## src/rtl/regfile_op_sequencer_pkg.sv

```systemverilog
`default_nettype none
// ============================================================================
//  Module   : regfile_seq_pkg
//  Purpose  : Shared encodings and default widths for the register-file
//             operation sequencer (ALU op codes, FSM state codes).
//  Revision : 1.0  initial release
// ============================================================================
package regfile_seq_pkg;

  // Default datapath / address widths (8 registers of 8 bits)
  localparam int DEFAULT_DW = 8;
  localparam int DEFAULT_AW = 3;

  // ALU operation encoding, as carried on cmd_op
  typedef logic [1:0] op_t;
  localparam op_t OP_ADD = 2'b00;
  localparam op_t OP_SUB = 2'b01;
  localparam op_t OP_AND = 2'b10;
  localparam op_t OP_XOR = 2'b11;

  // Sequencer state encoding
  localparam logic [2:0] S_IDLE  = 3'd0;
  localparam logic [2:0] S_READ  = 3'd1;
  localparam logic [2:0] S_EXEC  = 3'd2;
  localparam logic [2:0] S_WRITE = 3'd3;
  localparam logic [2:0] S_RESP  = 3'd4;

endpackage
`default_nettype wire

```

## src/rtl/regfile_op_sequencer_alu.sv

```systemverilog
`default_nettype none
// ============================================================================
//  Module   : rfseq_alu
//  Purpose  : Combinational ALU for the sequencer. Produces a result one bit
//             wider than the operands so ADD carry and SUB borrow fall out of
//             the top bit directly.
//  Revision : 1.0  initial release
// ============================================================================
module rfseq_alu
  import regfile_seq_pkg::*;
#(
  parameter int DW = DEFAULT_DW
) (
  input  logic [DW-1:0] a,
  input  logic [DW-1:0] b,
  input  op_t           op,
  output logic [DW-1:0] res,
  output logic          carry,
  output logic          zero
);

  logic [DW:0] wide;

  // Zero-extended arithmetic: the MSB is carry for ADD and borrow (a < b) for SUB
  always_comb begin
    wide = '0;
    case (op)
      OP_ADD:  wide = {1'b0, a} + {1'b0, b};
      OP_SUB:  wide = {1'b0, a} - {1'b0, b};
      OP_AND:  wide = {1'b0, a & b};
      default: wide = {1'b0, a ^ b};
    endcase
  end

  assign res   = wide[DW-1:0];
  assign carry = wide[DW];
  assign zero  = (wide[DW-1:0] == '0);

endmodule
`default_nettype wire

```

## src/rtl/regfile_op_sequencer.sv

```systemverilog
`default_nettype none
// ============================================================================
//  Module   : regfile_op_sequencer
//  Purpose  : Initiator-side controller for a 2R/1W register file. Accepts an
//             ALU command, reads both sources, computes, writes the result
//             back and returns it with zero/carry flags.
//             IDLE -> READ -> EXEC -> WRITE -> RESP -> IDLE (5 cycles min).
//  Revision : 1.0  initial release
// ============================================================================
module regfile_op_sequencer
  import regfile_seq_pkg::*;
#(
  parameter int DW      = DEFAULT_DW,
  parameter int AW      = DEFAULT_AW,
  parameter bit R0_ZERO = 1'b1
) (
  input  logic          clk,
  input  logic          rst,
  // command channel
  input  logic          cmd_valid,
  output logic          cmd_ready,
  input  logic [1:0]    cmd_op,
  input  logic [AW-1:0] cmd_rd,
  input  logic [AW-1:0] cmd_rs1,
  input  logic [AW-1:0] cmd_rs2,
  // register file ports
  output logic [AW-1:0] rf_raddr1,
  output logic [AW-1:0] rf_raddr2,
  input  logic [DW-1:0] rf_rdata1,
  input  logic [DW-1:0] rf_rdata2,
  output logic          rf_we,
  output logic [AW-1:0] rf_waddr,
  output logic [DW-1:0] rf_wdata,
  // response channel
  output logic          rsp_valid,
  input  logic          rsp_ready,
  output logic [DW-1:0] rsp_data,
  output logic          rsp_zero,
  output logic          rsp_carry
);

  logic [2:0]    state;
  logic [2:0]    state_nxt;
  logic          accept;
  logic          wr_allowed;
  op_t           op_q;
  logic [AW-1:0] rd_q;
  logic [DW-1:0] a_q;
  logic [DW-1:0] b_q;
  logic [DW-1:0] res_q;
  logic [DW-1:0] alu_res;
  logic          alu_carry;
  logic          alu_zero;

  // cmd_ready is registered, so it already implies IDLE; the state term keeps
  // the intent explicit.
  assign accept = (state == S_IDLE) && cmd_valid && cmd_ready;

  // Optional hard-wired-zero R0: suppress the write strobe, keep the response
  generate
    if (R0_ZERO) begin : g_r0_zero
      assign wr_allowed = (rd_q != '0);
    end else begin : g_r0_normal
      assign wr_allowed = 1'b1;
    end
  endgenerate

  // Next-state decode for the fixed command sequence
  always_comb begin
    state_nxt = state;
    case (state)
      S_IDLE:  if (accept) state_nxt = S_READ;
      S_READ:  state_nxt = S_EXEC;
      S_EXEC:  state_nxt = S_WRITE;
      S_WRITE: state_nxt = S_RESP;
      S_RESP:  if (rsp_ready) state_nxt = S_IDLE;
      default: state_nxt = S_IDLE;
    endcase
  end

  // State register
  always_ff @(posedge clk or negedge rst) begin
    if (!rst) state <= S_IDLE;
    else      state <= state_nxt;
  end

  // Handshake and write strobe are registered from the next state so that
  // they are glitch-free and low throughout reset
  always_ff @(posedge clk or negedge rst) begin
    if (!rst) begin
      cmd_ready <= 1'b0;
      rsp_valid <= 1'b0;
      rf_we     <= 1'b0;
    end else begin
      cmd_ready <= (state_nxt == S_IDLE);
      rsp_valid <= (state_nxt == S_RESP);
      rf_we     <= (state_nxt == S_WRITE) && wr_allowed;
    end
  end

  // Latch the command and present the read addresses for the READ cycle
  always_ff @(posedge clk or negedge rst) begin
    if (!rst) begin
      op_q      <= OP_ADD;
      rd_q      <= '0;
      rf_raddr1 <= '0;
      rf_raddr2 <= '0;
    end else if (accept) begin
      op_q      <= cmd_op;
      rd_q      <= cmd_rd;
      rf_raddr1 <= cmd_rs1;
      rf_raddr2 <= cmd_rs2;
    end
  end

  // Capture operands at the end of READ (register file reads are combinational)
  always_ff @(posedge clk or negedge rst) begin
    if (!rst) begin
      a_q <= '0;
      b_q <= '0;
    end else if (state == S_READ) begin
      a_q <= rf_rdata1;
      b_q <= rf_rdata2;
    end
  end

  rfseq_alu #(
    .DW (DW)
  ) u_alu (
    .a     (a_q),
    .b     (b_q),
    .op    (op_q),
    .res   (alu_res),
    .carry (alu_carry),
    .zero  (alu_zero)
  );

  // Register the ALU result and write address at the end of EXEC; these hold
  // through WRITE and RESP until the next command's EXEC
  always_ff @(posedge clk or negedge rst) begin
    if (!rst) begin
      res_q     <= '0;
      rsp_zero  <= 1'b0;
      rsp_carry <= 1'b0;
      rf_waddr  <= '0;
    end else if (state == S_EXEC) begin
      res_q     <= alu_res;
      rsp_zero  <= alu_zero;
      rsp_carry <= alu_carry;
      rf_waddr  <= rd_q;
    end
  end

  assign rf_wdata = res_q;
  assign rsp_data = res_q;

endmodule
`default_nettype wire

```

## config.mk

```make
export PLATFORM = sky130hd
export DESIGN_NAME = regfile_op_sequencer
export DESIGN_NICKNAME = d
export VERILOG_FILES = /design/src/rtl/regfile_op_sequencer_pkg.sv /design/src/rtl/regfile_op_sequencer_alu.sv /design/src/rtl/regfile_op_sequencer.sv
export SDC_FILE = /design/constraint.sdc
export NUM_CORES = 1
export LEC_CHECK = 0
export ABC_AREA = 1
export BUFFER_PORTS_ARGS = -buffer_cell sky130_fd_sc_hd__buf_2
export CAP_MARGIN = 20
export CORE_ASPECT_RATIO = 0.7
export CORE_MARGIN = 2
export CORE_UTILIZATION = 57
export CTS_CLUSTER_SIZE = 40
export DETAILED_ROUTE_END_ITERATION = 8
export PLACE_DENSITY = 0.88
export SLEW_MARGIN = 0
export SYNTH_ARGS = -nofsm -noshare
export SYNTH_HDL_FRONTEND = slang
export SYNTH_SLANG_ARGS = --single-unit
```

## constraint.sdc

```tcl
create_clock -name clk -period 4.8 [get_ports clk]
set_input_delay 0.24 -clock clk [delete_from_list [all_inputs] [get_ports clk]]
set_output_delay 0.24 -clock clk [all_outputs]
set_load 0.02 [all_outputs]
```

Word-level counts from Yosys, hierarchy flattened

Index checks and enable logic that the tools add are counted.

Input bits: 31
Flip-flop bits (word level): 46
Output and inout bits: 30
Word-level logic and storage cells: 38

Bitwise operators: 2
Add/subtract/negate cells: 2
Reductions and logical operators: 8
Muxes and demuxes: 4
Equal/unequal tests: 8

Operators with widths:

| operator                                      | count |
|---|---|
| case mux 9 bit (3 select lines)               | 1 |
| case mux 3 bit (5 select lines)               | 1 |
| adder 8 x 8 -> 9 bit                          | 1 |
| == test 3 x 2 -> 1 bit, second input constant | 3 |
| subtractor 8 x 8 -> 9 bit                     | 1 |
| AND 8 bit                                     | 1 |
| logical NOT 8 bit                             | 1 |
| bitwise XOR 8 bit                             | 1 |
| == test 3 bit, second input constant          | 2 |
| logical NOT 3 bit                             | 2 |
| 2-to-1 mux 3 bit                              | 2 |
| == test 3 x 1 -> 1 bit, second input constant | 1 |
| logical AND 1 bit                             | 3 |
| nonzero test 3 bit                            | 1 |
| == test 2 x 1 -> 1 bit, second input constant | 1 |
| == test 2 bit, second input constant          | 1 |
| logical NOT 2 bit                             | 1 |

Logic depth before layout (Yosys ltp)

Gate-level depths: netlist (run 1).

Depth after elaboration: 7
Depth in mapped cells: 19
Gate-level depth less buffers: 19

Cells and area by module

Synthesis (run 1) repeated with hierarchy kept, for this count alone.

Cells, all modules: 363
Area, all modules: 2827.7 µm²

Modules (own cells, without submodules):

| module               | instances | seq. area each (µm²) | area each (µm²) | cells an instance |
|---|---|---|---|---|
| regfile_op_sequencer | 1         | 1151.1               | 1915.6          | 202 |
| rfseq_alu            | 1         | 0.0                  | 912.1           | 161 |

Worst setup path before layout (run 1)

OpenSTA, ideal clock, no wires.

Kind: flip-flop to flip-flop
From: register b_q[0]
To: register rsp_zero
Setup time: 0.117 ns
Stages on the path, launching flop included: 20
Arrival: 2.146 ns
Path slack: 2.536 ns
Required time: 4.683 ns
Path buffers: 0
Period minus slack after synthesis: 2.264 ns
Path through: dfrtp_1 -> inv_1 -> ha_1 -> inv_1 -> nor3_1 -> nand3_1 -> nand2_1 -> xor2_1 -> inv_1 -> ha_1 -> nand2_1 -> inv_1 -> a21oi_1 -> nand2_1 -> nand2_1 -> nand3_1 -> nand2_1 -> inv_1 -> nand3_1 -> nand2_1

Longest elaborated chain between the ends: 3
Elaborated cells on any way between the ends: 6
Those cells by class: add/sub (2); mux (1); bitwise (2); reduce/logical (1)

Ends and longest elaborated chain:

| item                                                    | line                           | RTL |
|---|---|---|
| start: declaration                                      | regfile_op_sequencer.sv:49     | `logic [DW-1:0] b_q;` |
| start signal: assignment                                | regfile_op_sequencer.sv:123    | `b_q <= rf_rdata2;` |
| subtractor 8 x 8 -> 9 bit, or another cell as far along | regfile_op_sequencer_alu.sv:29 | `OP_SUB: wide = {1'b0, a} - {1'b0, b};` |
| case mux 9 bit (3 select lines) (*)                     | regfile_op_sequencer_alu.sv:27 | `case (op)` |
| logical NOT 8 bit (*)                                   | regfile_op_sequencer_alu.sv:37 | `assign zero = (wide[DW-1:0] == '0);` |
| end signal: assignment                                  | regfile_op_sequencer.sv:148    | `rsp_zero <= alu_zero;` |
| end: declaration                                        | regfile_op_sequencer.sv:38     | `output logic rsp_zero,` |

Every way passes the cells marked *; elsewhere a longest branch is shown, timed or not.
A chain may end at the register's enable or synchronous reset.

Final worst setup path (run 1)

Ends and elaborated chain as after synthesis.

==> flow_metrics.env, run 1 <==
export IMPL_status="complete, no violations"
export IMPL_path_buf_inv=5
export IMPL_cts_setup_buffers=0
export IMPL_min_period_ns=2.59
export IMPL_vias=2212
export IMPL_place_gp_congestion=0.880
export IMPL_reg2regPathDepth=19
export IMPL_clock_latency_ns=0.31
export IMPL_clockRootBuffer="clkbuf_8"
export IMPL_cp_cell_sequence="inv_1 -> ha_1 -> inv_1 -> nor3_1 -> nand3_1 -> nand2_1 -> xor2_1 -> inv_1 -> ha_1 -> nand2_1 -> inv_1 -> a21oi_1 -> nand2_1 -> nand2_1 -> nand3_1 -> nand2_1 -> inv_1 -> nand3_1 -> nand2_1"
export IMPL_criticalPathCategory="reg2reg"
export IMPL_routedWlPerCell_microns=12.3
export IMPL_drc_errors=0
export IMPL_critPathLaunchType="flop"
export IMPL_rsz0062_at_grt="no"
export IMPL_cp_top_family="simple AND/OR/NAND/NOR gates"
export IMPL_r2r_start="b_q[0]"
export IMPL_clock_fmax_mhz=387
export IMPL_arrival_ns=2.78
export IMPL_grt_pass1_vias=1904
export IMPL_max_stage_delay_ns=0.42
export IMPL_nNetsFinal=432
export IMPL_min_delay_start="rf_rdata1[4]"
export IMPL_drive_above_1_share=0.229
export IMPL_via_per_inst=5.04
export IMPL_fin_skew_ns=0.00924
export IMPL_r2r_end="rsp_zero"
export IMPL_hold_viol=0
export IMPL_rows=20
export IMPL_syn2layout_area_growth_pct=17.1
export IMPL_worstMarginPinSlew_ns=0.472
export IMPL_fin_setup_tns_ns=0
export IMPL_top_usage_layer="met1"
export IMPL_reg2reg_slack_ns=2.21
export IMPL_syn_area_per_cell_sq_um=8.06
export IMPL_critPathSlowestCell="dfrtp_1"
export IMPL_whs_endpoint="a_q[4]"
export IMPL_required_ns=4.99
export IMPL_drv_slew=0
export IMPL_drt_iter0_drc=120
export IMPL_grt_overflow_total=0
export IMPL_hold_path_depth=3
export IMPL_cts_tree="built"
export IMPL_initial_core_util=0.599
export IMPL_async_flop_share=1.00
export IMPL_die_w_microns=85.3
export IMPL_grt_pass1_wl_mm=8.85
export IMPL_ant_nets=0
export IMPL_synth_edf_count=0
export IMPL_slew_headroom=0.685
export IMPL_met1_usage=0.335
export IMPL_cts_buffer_depth=2
export IMPL_grt_use_met2=0.328
export IMPL_setup_violations=0
export IMPL_postSynthCellCount=327
export IMPL_crit_top_cell="nand2_1"
export IMPL_critPathMaxFanout=6
export IMPL_hpwl_mm=4.17
export IMPL_synth_cell_type_count=31
export IMPL_diodes=0
export IMPL_crit_path_end_kind="flop"
export IMPL_wl_mm=5.42
export IMPL_core_sq_um=4400
export IMPL_port_buffers=60
export IMPL_clock_sinks=46
export IMPL_hp_class="in2reg"
export IMPL_path_clk_slew_ns=0.09
export IMPL_io_pins=61
export IMPL_htree_levels=2
export IMPL_synth_area_sq_um=2640
export IMPL_cap_violations=0
export IMPL_die_y_microns=60.9
export IMPL_ys_flop_type="dfrtp_1"
export IMPL_grt_max_degree=47
export IMPL_ys_ff_latch=46
export IMPL_grt_usage=0.222
export IMPL_ys_warn_count=0
export IMPL_numCtsBuffers=5
export IMPL_fin_crit_sh=0.539
export IMPL_n_fill_cell=390
export IMPL_antenna_found_initial=0
export IMPL_syn_nets=376
export IMPL_ys_seq_area_frac=0.437
export IMPL_grtUsageMet3=0.0503
export IMPL_dr_pass1_iters=4
export IMPL_dieArea_sq_um=5190
==> worst max path at each step <==
stage	start	end	slack [ns]	depth (start not counted)
after global placement	b_q[0]	rsp_zero	2.38	19
after CTS	b_q[0]	rsp_zero	2.22	19
after detailed placement	b_q[0]	rsp_zero	2.28	19
final	b_q[0]	rsp_zero	2.21	19
after floorplan	b_q[0]	rsp_zero	2.54	19
after global routing	b_q[0]	rsp_zero	1.84	19
==> worst reg2reg max path, stage by stage, from the launching register on <==
cell     delay (ns)
dfrtp_1        0.42
inv_1          0.13
ha_1           0.16
inv_1          0.04
nor3_1         0.19
nand3_1        0.13
nand2_1        0.09
xor2_1         0.15
inv_1          0.05
ha_1           0.35
nand2_1        0.10
inv_1          0.05
a21oi_1        0.19
nand2_1        0.07
nand2_1        0.05
nand3_1        0.06
nand2_1        0.07
inv_1          0.05
nand3_1        0.07
nand2_1        0.05
==> cells by family after synthesis <==
group,count (synthesis),synth area share
xor+xnor,6,0.0199
simple gates,150,0.245
buf+inv,64,0.107
flops,46,0.437
fa+ha+maj,18,0.0883
compound gates,37,0.0778
mux,6,0.0256
==> area by class of cell <==
| class | instances | area (sq um) | area share |
|---|---|---|---|
| multi-input cells | 217 | 1200 | 0.390 |
| flip-flops and latches | 46 | 1150 | 0.373 |
| repair buffers | 63 | 338 | 0.109 |
| clock buffers | 5 | 68.8 | 0.0223 |
| well taps | 55 | 68.8 | 0.0223 |
| inverters | 50 | 188 | 0.0608 |
| clock inverters | 3 | 68.8 | 0.0223 |
==> Yosys cell counts, drive strengths merged (2+ instances only) <==
library cell  count  area [sq um]
ha               17           213
nand3            21           110
nand3b            2          15.0
inv              50           188
a31o              2          17.5
buf              12          86.3
a22o              3          26.3
a21oi            12          60.1
clkbuf            2          7.51
nand4             5          37.5
xor2              5          43.8
dfrtp            46          1150
mux2              6          67.6
nor3              4          25.0
nor2             14          60.1
o21ai            19          95.1
nand2           102           385
==> what timing repair did <==
action                                 CTS  global route
hold buffers                             0             1
resized for setup                        0             0
endpoints found under the hold margin    0            46
==> through the flow <==
stage          utilization  instances  setup WS [ns]  hold WS (ns)  cell area (sq um)
6_report             0.701        439           2.21         0.130               3090
5_1_grt              0.701        439           1.84         0.146               3090
4_1_cts              0.694        437           2.22         0.128               3060
3_5_place_dp         0.663        429           2.28         0.444               2920
3_3_place_gp         0.663        429           2.38         0.440               2920
2_1_floorplan            -        327           2.54       -0.0556               2640
==> state kept, by name, summed over array words and instances (netlist names) <==
register,count
b_q,8
rsp_carry,1
rf_wdata,8
op_q,2
rf_raddr2,3
rsp_valid,1
rf_raddr1,3
cmd_ready,1
a_q,8
rsp_zero,1
rd_q,3
rf_we,1
state,3
rf_waddr,3
==> layer usage <==
layer,wire [microns],part of all wire,vias up
met3,269,0.050,8
li1,-,-,1144
met4,56,0.010,0
met1,2810,0.52,1004
met5,0,0,-
met2,2290,0.42,56
==> layout by cell type (no fill, tap or decap), types with 2 or more instances in the layout <==
cell / n
o21ai_1: 4
inv_1: 45
a21oi_1: 12
buf_2: 60
dfrtp_1: 46
nand2_1: 101
inv_2: 5
ha_1: 17
o21ai_0: 15
xor2_1: 5
a22o_1: 3
nor3_1: 3
nand3b_1: 2
nand3_1: 20
mux2_2: 6
nand4_1: 4
bufinv_16: 2
nor2_1: 13
a31o_2: 2
clkbuf_8: 5
Power of run 1 is left out: the tool's default activity adds up to more than one toggle a clock period on the data nets, which glitch-free logic cannot reach.
==> run 2: changes to the inputs <==
--- a/config.mk
+++ b/config.mk
@@ -10,10 +10,10 @@
 export CAP_MARGIN = 20
 export CORE_ASPECT_RATIO = 0.7
 export CORE_MARGIN = 2
-export CORE_UTILIZATION = 57
+export CORE_UTILIZATION = 49
 export CTS_CLUSTER_SIZE = 40
 export DETAILED_ROUTE_END_ITERATION = 8
-export PLACE_DENSITY = 0.88
+export PLACE_DENSITY = 0.81
 export SLEW_MARGIN = 0
 export SYNTH_ARGS = -nofsm -noshare
 export SYNTH_HDL_FRONTEND = slang
==> constraint.sdc (replaced) <==
create_clock -name clk -period 2.3 [get_ports clk]
set_input_delay 0.115 -clock clk [delete_from_list [all_inputs] [get_ports clk]]
set_output_delay 0.115 -clock clk [all_outputs]
set_load 0.02 [all_outputs]
==> run 2 against run 1 <==
  * The run now ends with negative hold slack, negative setup slack left
  * Fmax grew 5.3%
  * Worst setup slack got worse by 2.4 ns
  * Die area is 15% higher
==> flow_metrics.env, run 2 (synthesis gave the netlist of run 1 again) <==
export IMPL_status="finished, violations left"
export IMPL_violations="negative hold slack, negative setup slack"
export IMPL_routedWlPerCell_microns=12.1
export IMPL_final_cell_mix="nand2_1, buf_2, dfrtp_1, inv_1, buf_4"
export IMPL_drc_errors=0
export IMPL_htree_levels=2
export IMPL_cap_violations=0
export IMPL_dieArea_sq_um=5990
export IMPL_fin_skew_ns=0.00400
export IMPL_die_w_microns=91.7
export IMPL_rsz0062_at_grt="yes"
export IMPL_crit_top_cell="nand2_1"
export IMPL_wl_mm=5.73
export IMPL_grt_max_degree=47
export IMPL_antenna_found_initial=0
export IMPL_fin_util=0.637
export IMPL_worstMarginPinSlew_ns=0.977
export IMPL_min_period_ns=2.46
export IMPL_path_clk_slew_ns=0.08
export IMPL_ant_nets=0
export IMPL_grt_usage=0.187
export IMPL_place_area_sq_um=3050
export IMPL_critPathLaunchType="flop"
export IMPL_place_gp_congestion=0.867
export IMPL_postLayoutCellArea_sq_um=3310
export IMPL_hp_class="in2async"
export IMPL_dp_slack_ns=-0.134
export IMPL_layout_cells_most_common="nand2_1"
export IMPL_hpwl_mm=4.19
export IMPL_port_buffers=60
export IMPL_dr_pass1_iters=4
export IMPL_cts_hold_buf=0
export IMPL_slew_headroom=0.349
export IMPL_grt_pass1_vias=1990
export IMPL_drv_slew=0
export IMPL_cp_cell_sequence="buf_6 -> nor2_4 -> nand2_2 -> nor3_4 -> inv_1 -> nand2_1 -> xor2_1 -> inv_1 -> ha_4 -> a21oi_2 -> buf_4 -> nand3_1 -> nand3_2 -> nand2_2 -> buf_4 -> nand2_1 -> nand2_1"
export IMPL_cp_top_family="simple AND/OR/NAND/NOR gates"
export IMPL_initial_core_util=0.507
export IMPL_vias=2275
export IMPL_max_stage_delay_ns=0.41
export IMPL_core_sq_um=5200
export IMPL_setup_violations=5
export IMPL_cts_tree="built"
export IMPL_grt_overflow_total=0
export IMPL_diodes=0
export IMPL_arrival_ns=2.64
export IMPL_critPathMaxFanout=4
export IMPL_via_per_inst=4.81
export IMPL_io_pins=61
export IMPL_clockRootBuffer="clkbuf_8"
export IMPL_cts_buffer_depth=2
export IMPL_numCtsBuffers=5
export IMPL_fin_crit_sh=1.07
export IMPL_criticalPathCategory="reg2reg"
export IMPL_die_y_microns=65.4
export IMPL_syn2layout_area_growth_pct=25.7
export IMPL_n_fill_cell=475
export IMPL_drt_iter0_drc=83
export IMPL_crit_path_end_kind="flop"
export IMPL_clock_sinks=46
export IMPL_grt_pass1_wl_mm=8.98
export IMPL_required_ns=2.49
export IMPL_clock_fmax_mhz=407
export IMPL_nNetsFinal=450
export IMPL_path_buf_inv=5
export IMPL_clock_latency_ns=0.29
export IMPL_drive_above_1_share=0.332
export IMPL_hold_viol=33
export IMPL_critPathSlowestCell="dfrtp_1"
export IMPL_setup_slack_ns=-0.155
export IMPL_hold_ws_ns=-0.0239
export IMPL_rows=22
## run 2: metal layers
layer,vias to the layer above,wire (microns),track usage
met2,74,2520,0.279
met3,7,316,0.0378
li1,1179,-,-
met4,0,45,0.0341
met5,-,0,0
met1,1015,2850,0.285
## run 2: timing repair
| action | in CTS | in global routing |
|---|---|---|
| pin swaps | 0 | 14 |
| setup endpoints to repair | 4 | 5 |
| gates resized for setup | 10 | 25 |
| buffers inserted | 1 | 4 |
## run 2: path summary, 6_finish.rpt
| kind | slack [ns] | startpoint | to | depth (start not counted) |
|---|---|---|---|---|
| setup reg to reg | -0.16 | b_q[1] | rf_wdata[6] | 17 |
| min in group clk | 0.02 | rf_rdata1[4] | a_q[4] | 3 |
| max in group asynchronous | 1.71 | rst | rf_raddr2[2] | 1 |
| setup / recovery | -0.16 | b_q[1] | rf_wdata[6] | 17 |
| hold / removal | -0.02 | rst | rf_wdata[7] | 1 |
| hold reg to reg | 0.48 | rf_waddr[1] | rf_waddr[1] | 2 |
## run 2: metrics by stage
step / instances / TNS (ns)
2_1_floorplan: 327 / 0
3_3_place_gp: 461 / -0.0312
3_5_place_dp: 461 / -0.402
4_1_cts: 469 / 0
5_1_grt: 473 / -1.19
6_report: 473 / -0.453
## run 2: layout make-up
cell class,count,area [sq um],area share
sequential,46,1150,0.347
clock buffer,6,72.6,0.0219
inverter,50,190,0.0574
timing repair buffer,81,462,0.139
multi-input combinational,217,1340,0.405
tap,72,90.1,0.0272
clock inverter,1,7.51,0.00227
Power of run 2 is left out for the same reason.
==> run 3: changes to the inputs <==
--- a/config.mk
+++ b/config.mk
@@ -9,7 +9,7 @@
 export BUFFER_PORTS_ARGS = -buffer_cell sky130_fd_sc_hd__buf_2
 export CAP_MARGIN = 20
 export CORE_ASPECT_RATIO = 0.7
-export CORE_MARGIN = 2
+export CORE_MARGIN = 3
 export CORE_UTILIZATION = 49
 export CTS_CLUSTER_SIZE = 40
 export DETAILED_ROUTE_END_ITERATION = 8
==> run 3 against run 2 <==
  * The run ends with negative setup slack left
  * Global-route usage is 0.91 points higher
  * Die area grew 5.3%
  * Design area up 1.9%
  * Register-to-register slack better by 0.10 ns
  * Critical path depth rose by 2
  * Via count is 2.2% higher
  * Utilization rose by 4.0 points
  * Wire length up 6.7%
  * Sequential cell count unchanged
  * Clock skew is 0.0030 ns higher
  * Critical path type unchanged
  * Largest cell class unchanged
  * Highest routed layer unchanged
==> flow_metrics.env, run 3 (synthesis gave the netlist of run 1 again) <==
export IMPL_rows=21
export IMPL_wl_mm=6.11
export IMPL_worstMarginPinSlew_ns=0.535
export IMPL_nNetsFinal=454
export IMPL_place_gp_congestion=0.844
export IMPL_vias=2326
export IMPL_grt_pass1_wl_mm=9.63
export IMPL_routedWlPerCell_microns=12.9
export IMPL_crit_path_end_kind="flop"
export IMPL_via_per_inst=4.90
export IMPL_antenna_found_initial=0
export IMPL_die_w_microns=93.7
export IMPL_grt_usage=0.196
export IMPL_io_pins=61
export IMPL_slew_headroom=0.641
export IMPL_cts_buffer_depth=2
export IMPL_ant_nets=0
export IMPL_status="finished, violations left"
export IMPL_htree_levels=2
export IMPL_violations="negative setup slack"
export IMPL_cap_violations=0
export IMPL_dr_pass1_iters=4
export IMPL_drt_iter0_drc=101
export IMPL_dieArea_sq_um=6310
export IMPL_syn2layout_area_growth_pct=28.1
export IMPL_drc_errors=0
export IMPL_initial_core_util=0.528
export IMPL_cts_tree="built"
export IMPL_grtUsageMet3=0.0390
export IMPL_grt_overflow_total=0
export IMPL_clockRootBuffer="clkbuf_8"
export IMPL_grt_pass1_vias=2089
export IMPL_core_sq_um=4990
export IMPL_diodes=0
export IMPL_clock_fmax_mhz=425
export IMPL_fin_crit_sh=1.02
export IMPL_critPathMaxFanout=5
export IMPL_drive_above_1_share=0.340
export IMPL_path_clk_slew_ns=0.08
export IMPL_hp_class="in2reg"
export IMPL_grt_max_degree=27
export IMPL_clock_sinks=46
export IMPL_final_cell_mix="nand2_1, buf_2, dfrtp_1, inv_1, buf_4"
export IMPL_rsz0062_at_grt="yes"
export IMPL_numCtsBuffers=5
export IMPL_hold_viol=0
export IMPL_grt_use_met2=0.317
export IMPL_min_period_ns=2.35
export IMPL_top_usage_layer="met2"
export IMPL_hpwl_mm=4.41
export IMPL_layout_cells_most_common="nand2_1"
export IMPL_die_y_microns=67.4
export IMPL_setup_violations=3
export IMPL_clock_latency_ns=0.30
export IMPL_critPathLaunchType="flop"
export IMPL_port_buffers=60
export IMPL_required_ns=2.48
export IMPL_criticalPathCategory="reg2reg"
export IMPL_drv_slew=0
export IMPL_arrival_ns=2.54
export IMPL_met1_usage=0.279
export IMPL_fin_skew_ns=0.00701
export IMPL_setup_slack_ns=-0.0521
export IMPL_fin_util=0.677
[run 3: cell types whose count changed in the layout (fill, tap and decap cells not counted), sizes merged]
cell / delta
buf: +3
bufinv: +1
clkbuf: +1
clkinvlp: -1
dlygate4sd3: +1
[run 3: metrics by stage]
step	TNS, ns	cell area (sq um)	std cells	setup slack (ns)	hold slack, ns
global placement	-0.0453	3060	459	-0.0400	0.105
floorplan	0	2640	327	0.0364	-0.181
detailed placement	-0.280	3060	459	-0.107	0.106
finish	-0.107	3380	475	-0.0521	0.0122
CTS	0	3290	474	0.00332	0.00833
global route	-0.877	3380	475	-0.216	0.00774
[run 3: final cells by class]
| cell class | instances | area, sq um |
|---|---|---|
| well taps | 69 | 86.3 |
| inverters | 50 | 190 |
| clock buffers | 7 | 76.3 |
| repair buffers | 85 | 490 |
| multi-input cells | 217 | 1350 |
| clock inverters | 1 | 30.0 |
| fillers | 417 | 1610 |
| flip-flops and latches | 46 | 1150 |
[run 3: routing by layer]
layer,up-vias,share of wire
li1,1183,-
met4,0,0.0069
met5,-,0
met2,82,0.45
met3,6,0.064
met1,1055,0.48
[run 3: worst paths after layout]
path                       slack, ns          end  depth (start not counted)          from
max                            -0.05     rsp_zero                         19        b_q[1]
min                             0.01       b_q[2]                          3  rf_rdata2[2]
max reg2reg                    -0.05     rsp_zero                         19        b_q[1]
min reg2reg                     0.48    rsp_carry                          2     rsp_carry
max in group asynchronous       1.29  rf_wdata[4]                          3           rst
min in group asynchronous       0.32       b_q[6]                          2           rst
[run 3: critical path: stages (launching register included)]
cell	delay, ns
dfrtp_1	0.40
inv_2	0.10
ha_4	0.14
inv_4	0.04
nor3_4	0.21
buf_4	0.14
a21oi_2	0.03
xor2_1	0.13
inv_1	0.09
ha_4	0.26
nand2_2	0.08
nand2_2	0.06
a21oi_2	0.16
nand2_1	0.07
nand2_1	0.05
nand3_1	0.06
nand2_1	0.07
inv_2	0.04
nand3_2	0.06
nand2_1	0.06
[run 3: timing repair]
action                                  in CTS  in global routing
hold buffers                                 1                  0
cloned                                       0                  0
endpoints found under the setup margin       5                  6
resized for setup                           12                 23
buffers inserted                             6                  1
hold endpoints to repair                    20                  0
pin swaps                                    1                 13
Power of run 3 is left out for the same reason.
